### src/rtl/fetch_pkg.sv
// Shared types for the instruction fetch stage.
// Entry layout, FSM states and default reset PC.
package fetch_pkg;

  localparam int XLEN = 32;
  localparam logic [XLEN-1:0] RESET_PC_DEF = '0;

  typedef enum logic {
    RUN,
    FAULT
  } state_t;

  typedef struct packed {
    logic [XLEN-1:0] pc;
    logic [XLEN-1:0] instr;
  } entry_t;

endpackage

### src/rtl/fetch_buf.sv
// Two-entry shift FIFO between fetch and decode.
// Head stays at slot 0; it keeps its last value once drained.
module fetch_buf
  import fetch_pkg::*;
(
  input  logic       clk,
  input  logic       rst,
  input  logic       push,
  input  logic       pop,
  input  logic       flush,
  input  entry_t     din,
  output entry_t     head,
  output logic [1:0] count
);

  entry_t slot0;
  entry_t slot1;

  assign head = slot0;

  always_ff @(posedge clk) begin
    if (rst) begin
      slot0 <= '0;
      slot1 <= '0;
      count <= 2'd0;
    end else if (flush) begin
      count <= 2'd0;
    end else begin
      unique case ({push, pop})
        2'b10: begin
          if (count == 2'd0) slot0 <= din;
          else slot1 <= din;
          count <= count + 2'd1;
        end
        2'b01: begin
          if (count == 2'd2) slot0 <= slot1;
          count <= count - 2'd1;
        end
        2'b11: begin
          if (count == 2'd2) begin
            slot0 <= slot1;
            slot1 <= din;
          end else begin
            slot0 <= din;
          end
        end
        default: ;
      endcase
    end
  end

endmodule

### src/rtl/fetch_unit.sv
// Instruction fetch stage: PC, imem addressing, redirect
// handling and a small buffer toward decode.
module fetch_unit
  import fetch_pkg::*;
#(
  parameter int              XLEN       = fetch_pkg::XLEN,
  parameter int              ADDR_WIDTH = 16,
  parameter logic [XLEN-1:0] RESET_PC   = RESET_PC_DEF,
  parameter int              BUF_DEPTH  = 2
) (
  input  logic                  clk,
  input  logic                  rst,
  output logic [ADDR_WIDTH-1:0] imem_addr,
  input  logic [XLEN-1:0]       imem_instr,
  input  logic                  redirect_valid,
  input  logic [XLEN-1:0]       redirect_pc,
  output logic                  out_valid,
  input  logic                  out_ready,
  output logic [XLEN-1:0]       out_pc,
  output logic [XLEN-1:0]       out_instr,
  output logic                  fault,
  output logic [XLEN-1:0]       fault_pc
);

  localparam logic [1:0] FULL = 2'(BUF_DEPTH);

  state_t          state;
  state_t          state_d;
  logic [XLEN-1:0] fetch_pc;
  logic [XLEN-1:0] pc_d;
  logic            fault_d;
  logic [XLEN-1:0] fault_pc_d;
  logic            push;
  logic            pop;
  logic [1:0]      count;
  entry_t          head;
  entry_t          din;

  assign imem_addr = fetch_pc[ADDR_WIDTH+1:2];
  assign din       = '{pc: fetch_pc, instr: imem_instr};
  assign out_pc    = head.pc;
  assign out_instr = head.instr;

  // Redirect kills the head in its own cycle.
  assign out_valid = (count != 2'd0) & ~redirect_valid;
  assign pop       = out_valid & out_ready;

  always_comb begin
    state_d    = state;
    pc_d       = fetch_pc;
    fault_d    = fault;
    fault_pc_d = fault_pc;
    push       = 1'b0;
    if (redirect_valid) begin
      if (redirect_pc[1:0] == 2'b00) begin
        pc_d    = redirect_pc;
        state_d = RUN;
        fault_d = 1'b0;
      end else begin
        state_d    = FAULT;
        fault_d    = 1'b1;
        fault_pc_d = redirect_pc;
      end
    end else begin
      unique case (state)
        RUN: begin
          push = (count < FULL) | pop;
          if (push) pc_d = fetch_pc + XLEN'(4);
        end
        FAULT: ;
        default: ;
      endcase
    end
  end

  always_ff @(posedge clk) begin
    if (rst) begin
      state    <= RUN;
      fetch_pc <= RESET_PC;
      fault    <= 1'b0;
      fault_pc <= '0;
    end else begin
      state    <= state_d;
      fetch_pc <= pc_d;
      fault    <= fault_d;
      fault_pc <= fault_pc_d;
    end
  end

  fetch_buf u_buf (
    .clk   (clk),
    .rst   (rst),
    .push  (push),
    .pop   (pop),
    .flush (redirect_valid),
    .din   (din),
    .head  (head),
    .count (count)
  );

endmodule

### config.mk
export PLATFORM = sky130hd
export DESIGN_NAME = fetch_unit
export DESIGN_NICKNAME = d
export VERILOG_FILES = /design/src/rtl/fetch_pkg.sv /design/src/rtl/fetch_buf.sv /design/src/rtl/fetch_unit.sv
export SDC_FILE = /design/constraint.sdc
export NUM_CORES = 1
export LEC_CHECK = 0
export CORE_ASPECT_RATIO = 0.8
export CORE_UTILIZATION = 51
export DETAILED_ROUTE_END_ITERATION = 6
export PLACE_DENSITY = 0.8
export SYNTH_ARGS = -nofsm -noshare
export SYNTH_HDL_FRONTEND = slang
export SYNTH_SLANG_ARGS = --single-unit
### constraint.sdc
create_clock -name clk -period 3.61 [get_ports clk]
set_clock_uncertainty 0.2 [all_clocks]
set_input_delay 0.361 -clock clk [delete_from_list [all_inputs] [get_ports clk]]
set_output_delay 0.361 -clock clk [all_outputs]
set_load 0.005 [all_outputs]
==> impl_metrics.json, run 1 <==
{
  "cts_sinks": 195,
  "p_seq_frac": 0.465,
  "cp-start-kind": "register",
  "ys.warnings.count": 0,
  "track_usage": 0.2706,
  "final_antenna_net_count": 0,
  "clockBufferDepth": 2,
  "avgSynthCellArea_um2": 8.157,
  "clk_pin_slew_worst_paths_ps": 70,
  "drive_gt1_frac": 0.05659,
  "yosysSeqAreaShare": 0.4719,
  "synth_cell_type_count": 52,
  "area_delta_synth_final_pct": 29.44,
  "ios": 182,
  "maxSlewHeadroom": 0.3448,
  "wl_met1_um": 9733,
  "vias": 7619,
  "io_buffers": 181,
  "hold_path_class": "register to register",
  "tns_ps": 0,
  "die_h_um": 115.9,
  "min_period_over_period": 0.8424,
  "yosys.area.top_type": "dfxtp_1",
  "worst-path-buf-inv": 2,
  "drc": 0,
  "crit_top_cell": "nor2_1",
  "path_cells": "nor2_1, or2_1, inv_1, ha_1, nor2_1, a2111o_2, buf_4, nand2_1, a21oi_1",
  "syn_inst": 1014,
  "synth_top_area_frac": 0.4719,
  "max_stage_delay_ps": 550,
  "synth.cell_area_um2": 8272,
  "antenna_found_initial": 1,
  "power_frac_clock": 0.410,
  "clock_latency_ps": 430,
  "min_period_ps": 3041,
  "cts_tree": "done",
  "syn_nets": 1087,
  "vias_per_cell": 5.660,
  "synth_enable_flop_cells": 0,
  "dr.max_layer_used": "met4",
  "netlist_top_cells_count": "211 x nand2_1, 195 x dfxtp_1, 110 x a21oi_1",
  "worst_hold_startpoint": "fault_pc[14]",
  "grt_setup_unrepaired": "no",
  "cp_top_family": "simple AND/OR/NAND/NOR gates",
  "r2r-start": "u_buf.count[0]",
  "grt_max_degree": 129,
  "grt_pass1_wl_um": 35670,
  "arrival_ps": 3190,
  "crit_type": "register to register",
  "setup_violations": 0,
  "dr_wl_met3_um": 1593,
  "wl_per_cell_um": 16.27,
  "cts_made_buffers": 17,
  "dieWidth_um": 144.4,
  "r2r_setup_slack_ps": 570,
  "initial_core_util": 0.5235,
  "required_ps": 3760,
  "dpl.hpwl_um": 13920,
  "overflow": 0,
  "outcome": "complete, no violations",
  "cts_resized": 0,
  "synth_most_common_cell": "nand2_1",
  "nFillCells": 1319,
  "ys_ff_latch": 195,
  "synthFlopType": "dfxtp_1",
  "cts-root-buf": "clkbuf_16",
  "drv_cap": 0,
  "ir_drop_uv": 304.3,
  "final_area_um2": 10710,
  "rows": 41,
  "worst_pin_slew_ps": 982.8,
  "p_int_uw": 3859,
  "die-area_um2": 16740,
  "switching_share": 0.2340,
  "finalHoldViolCount": 0,
  "htree_levels": 4,
  "grt_pass1_vias": 7010,
  "clock.fmax_ghz": 0.3288,
  "startpoint": "u_buf.count[0]",
  "first_pass_iters": 5,
  "dpl_cell_area_um2": 10050,
  "drt_iter0_drc": 592,
  "maxSlewViolCount": 0,
  "wirelength_um": 21900,
  "wl_met2_um": 10100,
  "synth-async-reset-ratio": 0,
  "postCtsHoldBufs": 0,
  "power_leakage_uw": 0.003627,
  "switching_power_uw": 1179,
  "slowest_stage": "buf_4",
  "p_per_area_nw_per_um2": 470.5,
  "synthTopCellsByArea": "dfxtp_1 47%, nand2_1 9.6%, a22oi_1 7.6%",
  "p_comb_frac": 0.125,
  "diodes": 0,
  "nets": 1192,
  "cp_max_fo": 64,
  "gp_congestion": 0.8567,
  "post-cts-setup-buffer-count": 0,
  "core_area_um2": 15800,
  "end_kind": "register"
}
layout make-up:
type                    count  area (um2)  share of cell area
flip-flops and latches    195        3904              0.3646
repair buffers            196        1988              0.1857
multi-input cells         703        3869              0.3613
well taps                 215       269.0             0.02513
clock buffers              24       511.7             0.04780
clock inverters             7       142.6             0.01332
inverters                   6       22.52            0.002104
power by group through the flow:
stage | clock network (uW) | registers [uW] | logic [uW]
floorplan | 0 | 2360 | 319
global placement | 0 | 2390 | 620
detailed placement | 0 | 2390 | 627
CTS | 2100 | 2340 | 631
global route | 2190 | 2360 | 692
finish | 2060 | 2340 | 628
metrics by stage:
step | setup WS, ps | power (uW) | hold WS (ps) | utilization | instances
after global placement | 422.5 | 3009 | 240.4 | 0.6362 | 1315
final | 569.0 | 5038 | 251.9 | 0.6776 | 1346
after detailed placement | 379.1 | 3018 | 246.0 | 0.6362 | 1315
after CTS | 561.6 | 5077 | 254.5 | 0.6776 | 1346
after floorplan | 945.9 | 2684 | 236.0 | - | 1014
after global routing | 277.0 | 5236 | 269.5 | 0.6776 | 1346
routing by layer:
| layer | GRT usage | vias up |
|---|---|---|
| met5 | 0 | - |
| met1 | 0.3634 | 3560 |
| met3 | 0.05537 | 34 |
| met4 | 0.1004 | 0 |
| li1 | - | 3769 |
| met2 | 0.4301 | 256 |
registers in the layout, summed over array words and instances (netlist names):
name	flops
u_buf.head	64
u_buf.slot1	64
fault_pc	32
fetch_pc	32
u_buf.count	2
state	1
placed cells by master (no fill, tap or decap), types with 4 or more instances in the layout:
cell type        synthesis  layout
a31oi_1                  4       4
and2_1                   4       4
nor2_1                  97      96
clkbuf_8                 0       6
o22ai_1                 11      11
a211oi_1                67      67
bufinv_16                0       4
clkdlybuf4s50_1          0     180
nand3_1                 11      11
a21oi_1                110     109
nand2_1                211     211
ha_1                     5       5
dfxtp_1                195     195
mux2i_1                 10      10
buf_4                   16      10
buf_12                   0       5
nand4_1                  8       8
inv_1                    5       5
or4_1                    4       4
nor4_1                   4       4
o21ai_1                  8       8
a22oi_1                 84      84
clkbuf_16                0      17
nor3_1                  15      14
cell families after synthesis:
family / Yosys count / share of synthesized area
AND/OR/NAND/NOR: 380 / 0.1977
AO/OA/AOI/OAI: 303 / 0.2414
flip-flops: 195 / 0.4719
buffers and inverters: 116 / 0.06398
multiplexers: 10 / 0.01210
XOR/XNOR: 5 / 0.005295
adder cells (fa/ha/maj): 5 / 0.007563
tightest hold or removal path: stages (launching register included):
cell,delay (ps)
dfxtp_1,310
nand2_1,50
a21oi_1,50
final timing paths:
| path | to | depth (start not counted) |
|---|---|---|
| setup / recovery | u_buf.slot1[41] | 9 |
| hold / removal | fault_pc[14] | 2 |
| setup reg to reg | u_buf.slot1[41] | 9 |
| hold reg to reg | fault_pc[14] | 2 |
Power figures use the tool's default switching activity.
==> run 2, diff against run 1 <==
Clock period 3.61 ns to 3.1 ns, I/O delays scaled along.
==> impl_metrics.json, run 2 (synthesis results as in run 1) <==
{
  "gp_congestion": 0.8273,
  "hold_path_class": "input pin to register",
  "initial_core_util": 0.5235,
  "ir_drop_uv": 369.0,
  "hold_path_end": "fetch_pc[31]",
  "cp_max_fo": 64,
  "power_leakage_uw": 0.003704,
  "rows": 41,
  "end_kind": "register",
  "cp-start-kind": "register",
  "min_period_ps": 2827,
  "grt_setup_unrepaired": "no",
  "drc": 0,
  "whs_ps": 29.60,
  "track_usage": 0.2671,
  "ios": 182,
  "grt_pass1_wl_um": 35160,
  "outcome": "complete, no violations",
  "clk_pin_slew_worst_paths_ps": 70,
  "postCtsHoldBufs": 0,
  "clockBufferDepth": 2,
  "wirelength_um": 22030,
  "crit_type": "register to register",
  "r2r-start": "u_buf.count[0]",
  "nFillCells": 1323,
  "vias_per_cell": 5.625,
  "grt_max_degree": 103,
  "grt.busiest_layer": "met2",
  "io_buffers": 181,
  "final_cell_mix": "211 x nand2_1, 195 x dfxtp_1, 180 x clkdlybuf4s50_1",
  "r2r_setup_slack_ps": 270,
  "use_met1": 0.3667,
  "cts_made_buffers": 17,
  "required_ps": 3180,
  "maxSlewViolCount": 0,
  "maxSlewHeadroom": 0.3647,
  "final_antenna_net_count": 0,
  "wl_per_cell_um": 16.15,
  "p_per_area_nw_per_um2": 533.0,
  "multi_input_area_um2": 3871,
  "cts_sinks": 195,
  "r2r-end": "u_buf.slot1[28]",
  "min_period_over_period": 0.9120,
  "area_delta_synth_final_pct": 30.93,
  "drv_cap": 0,
  "dp_cells": 1331,
  "clock_latency_ps": 430,
  "grtUsageMet2": 0.4147,
  "overflow": 0,
  "reg2reg_depth": 9,
  "die_h_um": 115.9,
  "vias": 7673,
  "fin_cells": 1364,
  "final_util": 0.6855,
  "htree_levels": 4,
  "regArea_um2": 3904,
  "nets": 1208,
  "worst_hold_startpoint": "rst",
  "die-area_um2": 16740,
  "finalPower_uw": 5773,
  "setup_violations": 0,
  "cts_tree": "done",
  "dpl.hpwl_um": 14260,
  "hold_depth": 3,
  "first_pass_iters": 5,
  "dieWidth_um": 144.4,
  "final_common_cell": "nand2_1",
  "post-cts-setup-buffer-count": 0,
  "drt_iter0_drc": 615,
  "clock.fmax_ghz": 0.3537,
  "grt_pass1_vias": 6860,
  "antenna_found_initial": 2,
  "worst_pin_slew_ps": 953.0,
  "drive_gt1_frac": 0.07230,
  "cts-root-buf": "clkbuf_16",
  "core_area_um2": 15800,
  "cts_resized": 0,
  "finalHoldViolCount": 0,
  "grt_use_met3": 0.05909,
  "arrival_ps": 2900
}
run 2: cell type report:
class | count | area share
Clock inverter | 14 | 0.01629
Timing Repair Buffer | 212 | 0.1981
Inverter | 6 | 0.002079
Antenna cell | 1 | 0.0002311
Sequential cell | 195 | 0.3604
Tap cell | 215 | 0.02484
Clock buffer | 18 | 0.04055
Multi-Input combinational cell | 703 | 0.3574
run 2: worst max path at each step:
stage / from / to / slack [ps] / cells past startpoint
2_1_floorplan: u_buf.count[0] / u_buf.slot1[0] / 440 / 11
3_3_place_gp: redirect_valid / fetch_pc[11] / -90 / 7
3_5_place_dp: redirect_valid / fetch_pc[11] / 60 / 7
4_1_cts: u_buf.count[0] / u_buf.head[34] / 210 / 11
5_1_grt: u_buf.count[0] / u_buf.head[16] / 100 / 10
6_report: u_buf.count[0] / u_buf.slot1[28] / 270 / 9
run 2: metrics by stage:
step | setup WS [ps] | instance area, um2 | setup TNS [ps]
floorplan | 435.9 | 8272 | 0
global placement | -88.93 | 10210 | -88.93
detailed placement | 61.81 | 10210 | 0
CTS | 205.3 | 10830 | 0
global route | 97.32 | 10830 | 0
finish | 272.8 | 10830 | 0
run 2: critical path, cell delays in order, from the launching register on:
cell,delay (ps)
dfxtp_1,580
nor2_2,150
or2_1,330
inv_1,110
ha_1,280
nor2_1,120
a2111o_2,450
buf_12,210
nand2_1,130
a21oi_1,70
run 2: routing by layer:
metal | part of all wire | up-vias | wire length [um]
li1 | - | 3820 | -
met1 | 0.44 | 3513 | 9731
met2 | 0.47 | 306 | 10330
met3 | 0.071 | 34 | 1573
met4 | 0.018 | 0 | 394
met5 | 0 | - | 0
run 2: where the power goes:
| group | switching (uW) | total, uW | internal [uW] |
|---|---|---|---|
| sequential | 93.0 | 2720 | 2620 |
| clock | 980 | 2280 | 1300 |
| combinational | 365 | 773 | 409 |
